`src/rtl/spatz_pkg.sv`:
```
// Shared VRF write-port types for the Spatz vector unit, including the
// write-back buffer entry format.
package spatz_pkg;

  localparam int unsigned VRFAddrWidth = 10;
  localparam int unsigned VRFDataWidth = 64;
  localparam int unsigned VRFBeWidth   = VRFDataWidth / 8;

  typedef logic [VRFAddrWidth-1:0] vreg_addr_t;
  typedef logic [VRFDataWidth-1:0] vreg_data_t;
  typedef logic [VRFBeWidth-1:0]   vreg_be_t;

  typedef struct packed {
    vreg_addr_t addr;
    vreg_data_t data;
    vreg_be_t   be;
  } vrf_wentry_t;

  // Pointer width for a circular buffer; a single-entry buffer still gets one bit.
  function automatic int unsigned ptr_width(input int unsigned depth);
    return (depth > 32'd1) ? $clog2(depth) : 32'd1;
  endfunction

endpackage

```
`src/rtl/spatz_vrf_wbuf_fifo.sv`:
```
// Depth-entry circular FIFO of VRF write entries; exposes per-slot valid bits
// and addresses so the parent can run a hazard compare over everything pending.
module spatz_vrf_wbuf_fifo
  import spatz_pkg::*;
#(
  parameter int unsigned Depth = 2
) (
  input  logic                     clk_i,
  input  logic                     rst_ni,
  input  logic                     push_i,
  input  logic                     pop_i,
  input  vrf_wentry_t              wentry_i,
  output vrf_wentry_t              head_o,
  output vreg_addr_t [Depth-1:0]   addrs_o,
  output logic [Depth-1:0]         valid_o,
  output logic                     empty_o,
  output logic                     full_o
);

  localparam int unsigned PtrWidth = ptr_width(Depth);
  localparam int unsigned CntW     = $clog2(Depth) + 1;

  typedef logic [PtrWidth-1:0] ptr_t;

  ptr_t                    wptr_r;
  ptr_t                    rptr_r;
  logic [CntW-1:0]         count_r;
  logic [Depth-1:0]        valid_r;
  logic [Depth-1:0]        valid_next_s;
  vrf_wentry_t [Depth-1:0] mem_r;

  function automatic ptr_t ptr_inc(input ptr_t p);
    return (p == ptr_t'(Depth - 1)) ? ptr_t'(0) : p + ptr_t'(1);
  endfunction

  // Per-slot valid update; push and pop never target the same occupied slot.
  always_comb begin
    valid_next_s = valid_r;
    for (int unsigned i = 0; i < Depth; i++) begin
      if (push_i && (wptr_r == ptr_t'(i))) begin
        valid_next_s[i] = 1'b1;
      end else if (pop_i && (rptr_r == ptr_t'(i))) begin
        valid_next_s[i] = 1'b0;
      end else begin
        valid_next_s[i] = valid_r[i];
      end
    end
  end

  // Pointer, occupancy and valid-bit state.
  always_ff @(posedge clk_i or negedge rst_ni) begin
    if (!rst_ni) begin
      wptr_r  <= ptr_t'(0);
      rptr_r  <= ptr_t'(0);
      count_r <= CntW'(0);
      valid_r <= {Depth{1'b0}};
    end else begin
      if (push_i) begin
        wptr_r <= ptr_inc(wptr_r);
      end
      if (pop_i) begin
        rptr_r <= ptr_inc(rptr_r);
      end
      case ({push_i, pop_i})
        2'b10:   count_r <= count_r + CntW'(1);
        2'b01:   count_r <= count_r - CntW'(1);
        default: count_r <= count_r;
      endcase
      valid_r <= valid_next_s;
    end
  end

  // Entry storage is deliberately left out of reset.
  always_ff @(posedge clk_i) begin
    if (push_i) begin
      mem_r[wptr_r] <= wentry_i;
    end
  end

  always_comb begin
    for (int unsigned i = 0; i < Depth; i++) begin
      addrs_o[i] = mem_r[i].addr;
    end
  end

  assign head_o  = mem_r[rptr_r];
  assign valid_o = valid_r;
  assign empty_o = (count_r == CntW'(0));
  assign full_o  = (count_r == CntW'(Depth));

endmodule

```
`src/rtl/spatz_vrf_wbuf.sv`:
```
// VRF write-back buffer: absorbs bank-conflict stalls and offers a hazard lookup.
// Optional zero-latency empty-buffer bypass under SPATZ_VRF_WBUF_BYPASS_EN.
module spatz_vrf_wbuf
  import spatz_pkg::*;
#(
  parameter int unsigned Depth    = 2,
  parameter int unsigned CntWidth = 16
) (
  input  logic                clk_i,
  input  logic                rst_ni,
  input  logic                in_valid_i,
  output logic                in_ready_o,
  input  vreg_addr_t          in_addr_i,
  input  vreg_data_t          in_data_i,
  input  vreg_be_t            in_be_i,
  output logic                vrf_we_o,
  output vreg_addr_t          vrf_waddr_o,
  output vreg_data_t          vrf_wdata_o,
  output vreg_be_t            vrf_wbe_o,
  input  logic                vrf_wvalid_i,
  input  vreg_addr_t          chk_addr_i,
  output logic                chk_hit_o,
  output logic                empty_o,
  output logic [CntWidth-1:0] stall_cnt_o
);

  vrf_wentry_t            in_entry_s;
  vrf_wentry_t            head_s;
  vrf_wentry_t            out_entry_s;
  vreg_addr_t [Depth-1:0] addrs_s;
  logic [Depth-1:0]       valid_s;
  logic                   fifo_empty_s;
  logic                   fifo_full_s;
  logic                   bypass_s;
  logic                   push_s;
  logic                   pop_s;
  logic                   we_s;
  logic                   hit_s;
  logic [CntWidth-1:0]    stall_cnt_r;

  assign in_entry_s = '{addr: in_addr_i, data: in_data_i, be: in_be_i};

`ifdef SPATZ_VRF_WBUF_BYPASS_EN
  assign bypass_s = fifo_empty_s & in_valid_i;
`else
  assign bypass_s = 1'b0;
`endif

  // in_ready depends only on occupancy, so a full buffer refuses even while popping.
  assign in_ready_o = ~fifo_full_s;
  assign push_s     = in_valid_i & in_ready_o & ~(bypass_s & vrf_wvalid_i);
  assign pop_s      = ~fifo_empty_s & vrf_wvalid_i;

  spatz_vrf_wbuf_fifo #(
    .Depth (Depth)
  ) i_fifo (
    .clk_i    (clk_i),
    .rst_ni   (rst_ni),
    .push_i   (push_s),
    .pop_i    (pop_s),
    .wentry_i (in_entry_s),
    .head_o   (head_s),
    .addrs_o  (addrs_s),
    .valid_o  (valid_s),
    .empty_o  (fifo_empty_s),
    .full_o   (fifo_full_s)
  );

  // VRF port source: buffered head first, else the bypassed request, else idle zeros.
  always_comb begin
    we_s        = 1'b0;
    out_entry_s = '0;
    if (!fifo_empty_s) begin
      we_s        = 1'b1;
      out_entry_s = head_s;
    end else if (bypass_s) begin
      we_s        = 1'b1;
      out_entry_s = in_entry_s;
    end else begin
      we_s        = 1'b0;
      out_entry_s = '0;
    end
  end

  // Hazard lookup over every valid entry, including a head that is popping now.
  always_comb begin
    hit_s = bypass_s && (in_addr_i == chk_addr_i);
    for (int unsigned i = 0; i < Depth; i++) begin
      if (valid_s[i] && (addrs_s[i] == chk_addr_i)) begin
        hit_s = 1'b1;
      end else begin
        hit_s = hit_s;
      end
    end
  end

  // Saturating count of cycles where the VRF withholds the grant.
  always_ff @(posedge clk_i or negedge rst_ni) begin
    if (!rst_ni) begin
      stall_cnt_r <= CntWidth'(0);
    end else if (we_s && !vrf_wvalid_i && (stall_cnt_r != {CntWidth{1'b1}})) begin
      stall_cnt_r <= stall_cnt_r + CntWidth'(1);
    end
  end

  assign vrf_we_o    = we_s;
  assign vrf_waddr_o = out_entry_s.addr;
  assign vrf_wdata_o = out_entry_s.data;
  assign vrf_wbe_o   = out_entry_s.be;
  assign chk_hit_o   = hit_s;
  assign empty_o     = fifo_empty_s;
  assign stall_cnt_o = stall_cnt_r;

endmodule

```
`config.mk`:
```
export PLATFORM = sky130hd
export DESIGN_NAME = spatz_vrf_wbuf
export DESIGN_NICKNAME = d
export VERILOG_FILES = /design/src/rtl/spatz_pkg.sv /design/src/rtl/spatz_vrf_wbuf_fifo.sv /design/src/rtl/spatz_vrf_wbuf.sv
export SDC_FILE = /design/constraint.sdc
export NUM_CORES = 1
export LEC_CHECK = 0
export CAP_MARGIN = 15
export CORE_ASPECT_RATIO = 0.7
export CORE_MARGIN = 5
export CORE_UTILIZATION = 52
export DETAILED_ROUTE_END_ITERATION = 8
export PLACE_DENSITY_LB_ADDON = 0.12
export SLEW_MARGIN = 5
export SYNTH_ARGS = -nofsm -noshare
export SYNTH_HDL_FRONTEND = slang
export SYNTH_SLANG_ARGS = --single-unit
```
`constraint.sdc`:
```
create_clock -name clk_i -period 13.3 [get_ports clk_i]
set_input_delay 1.33 -clock clk_i [delete_from_list [all_inputs] [get_ports clk_i]]
set_output_delay 1.33 -clock clk_i [all_outputs]
set_load 0.1 [all_outputs]
```
==> results.toml <==
[status]
status = "finished, final reports clean"

[placed_design]
gp_congestion = 0.800
io_buffer_count = 197
pre_cts_ws_ns = 8.24
dpl.hpwl_um = 10700

[floorplan]
core_area_um2 = 14000
io_pins = 198
start_util_pct = 53.4
rows = 36
die_w_um = 153
dieArea_um2 = 16900
chipHeight_um = 110

[worst_setup_path]
arrival_ns = 3.72
cp-start-kind = "primary input"
worstPathRequired_ns = 11.97
reg2reg_slack_ns = 10.56
path_common_cell = "clkdlybuf4s50_1"
path_class = "in2out"
cp_top_family = "buffers and inverters"
crit_path_max_fanout = 2
slowest_delay_ns = 1.15
end_kind = "output pin"
slowest_stage = "clkdlybuf4s50_1"
crit_chain = "clkdlybuf4s50_1 -> xor2_1 -> nor4_1 -> nand4_1 -> o22ai_1 -> clkdlybuf4s50_1"
crit_buf_inv = 2

[yosys]
synth_commonest_cells = "edfxtp_1 (164), nor2_1 (88), mux2i_1 (82), xnor2_1 (23), dfrtp_1 (22)"
yosysTopAreaCell = "edfxtp_1"
async_reset_ff_share_pct = 11.8
yosys_warnings = 0
netlist.area_leader.share_pct = 66.1
synth_cell_types = 32
synth_enable_flop_cells = 164
synthCells = 470
synth-main-ff-cell = "edfxtp_1"
netlist_area_um2 = 7450
avgSynthCellArea_um2 = 15.9
syn_nets = 568
ys_seq_area_share_pct = 73.5
ys_top_cells_by_area = "edfxtp_1 (66%), mux2i_1 (11%), dfrtp_1 (7.4%), nor2_1 (4.4%), xnor2_1 (2.7%)"
synth_most_common_cell = "edfxtp_1"
ys_ff_latch = 186

[final_layout]
nets = 770
syn_to_final_growth_pct = 37.5
drive_gt1_share_pct = 7.15
insertedDiodeCount = 0

[clock_network]
post-cts-setup-buffers = 0
cts_tree = "yes"
cts_buffers = 17
clkSinkCount = 186
clk_pin_slew_ns = 0.07
cts_htree_levels = 4
cts_resized = 0
clk_latency_ns = 0.42
clockBufferDepth = 2
clock-root-buffer = "clkbuf_16"
cts_hold_buf = 0

[sta]
worstMarginPinSlew_ns = 1.05
setup_viol = 0
hold_viol = 0
slew_viol_final = 0
setup_ws_ns = 8.25
final.min_clock_period_ns = 5.05
fin_tns_setup_ns = 0
post-route-period-util_pct = 37.9
max_freq_mhz = 198
slew_headroom_pct = 30.1
grt_setup_unrepaired = "no"
fin_skew_ns = 0.00667

[detailed_routing]
drtIter0Drc = 332
drcViolationCount = 0
drt-pass1-iter-count = 5
ant_nets = 0
vias_per_cell = 5.20
wl_per_cell_um = 18.4
vias = 4548
wl_um = 16100

[min_path]
hp-class = "reg2reg"

[global_route]
grt_pass1_wl_um = 24700
overflow = 0
antenna_found_initial = 0
grt_pass1_vias = 4619
grt_use_total_pct = 19.1
grt_max_degree = 84

[job]
maxCapViolations = 0
metal layers:
metal,part of all wire (%),vias to the layer above,track usage [%]
li1,-,2142,-
met1,45,2238,26.3
met2,46,152,29.6
met3,7.0,16,5.70
met4,1.3,0,6.42
met5,0,-,0
logic make-up after synthesis:
family                     Yosys count  synth area share (%)
DFF                                186                  73.5
and+or+nand+nor                    131                  8.68
muxes                               83                  11.2
xor gates and xnor gates            40                  4.70
buffers and inverters               23                  1.26
AOI/OAI and AO/OA                    5                 0.386
adders and majority gates            2                 0.336
cells in the final DEF, fill, tap and decap left out, drive strengths merged:
master,Yosys,layout
and4,1,1
a21o,1,1
mux2i,82,82
dfrtp,22,22
o22ai,1,1
clkinvlp,0,1
clkinv,0,8
or4,1,1
nor4b,1,1
ha,2,2
bufinv,0,1
xnor2,23,23
clkdlybuf4s50,0,197
inv,3,8
nand2b,1,1
buf,7,6
or4b,1,1
mux2,1,1
nor4,6,6
o21ai,3,3
nand2,6,6
edfxtp,164,164
clkbuf,13,17
or2,1,1
and3,2,2
or3,2,2
xor2,17,17
nor2,88,88
nor3,5,5
nand3,6,6
nand4,10,10
path summary, 6_finish.rpt:
kind	startpoint	endpoint	cells past startpoint
max	chk_addr_i[7]	chk_hit_o	6
min	stall_cnt_o[10]$_DFFE_PN0P_	stall_cnt_o[10]$_DFFE_PN0P_	1
max reg2reg	i_fifo.count_r[0]$_DFFE_PN0P_	stall_cnt_o[6]$_DFFE_PN0P_	6
min reg2reg	stall_cnt_o[10]$_DFFE_PN0P_	stall_cnt_o[10]$_DFFE_PN0P_	1
max in group asynchronous	rst_ni	stall_cnt_o[4]$_DFFE_PN0P_	2
min in group asynchronous	rst_ni	i_fifo.rptr_r$_DFFE_PN0N_	1
registers in the layout (all words and copies together), names as in the netlist:
signal and flops:
i_fifo.mem_r 144, i_fifo.addrs_o 20, stall_cnt_o 16, i_fifo.count_r 2
i_fifo.valid_o 2, i_fifo.rptr_r 1, i_fifo.wptr_r 1
layout make-up:
cell class	count	area (µm²)
Sequential cell	186	5480
Fill cell	890	3710
Timing Repair Buffer	203	2060
Multi-Input combinational cell	261	1900
Clock buffer	17	425
Tap cell	190	238
Clock inverter	15	143
Inverter	3	11.3
metrics by stage:
stage                     utilization [%]  instance area, µm²  cells  hold slack [ns]
final                                73.4               10200    875            0.520
after detailed placement             68.9                9630    841            0.479
after floorplan                         -                7450    470            0.449
after global placement               68.9                9630    841            0.486
after global routing                 73.4               10200    875            0.540
after CTS                            73.0               10200    873            0.511
Power is left out: the tool's default activity adds up to more than one toggle a clock period on the data nets, which glitch-free logic cannot reach.
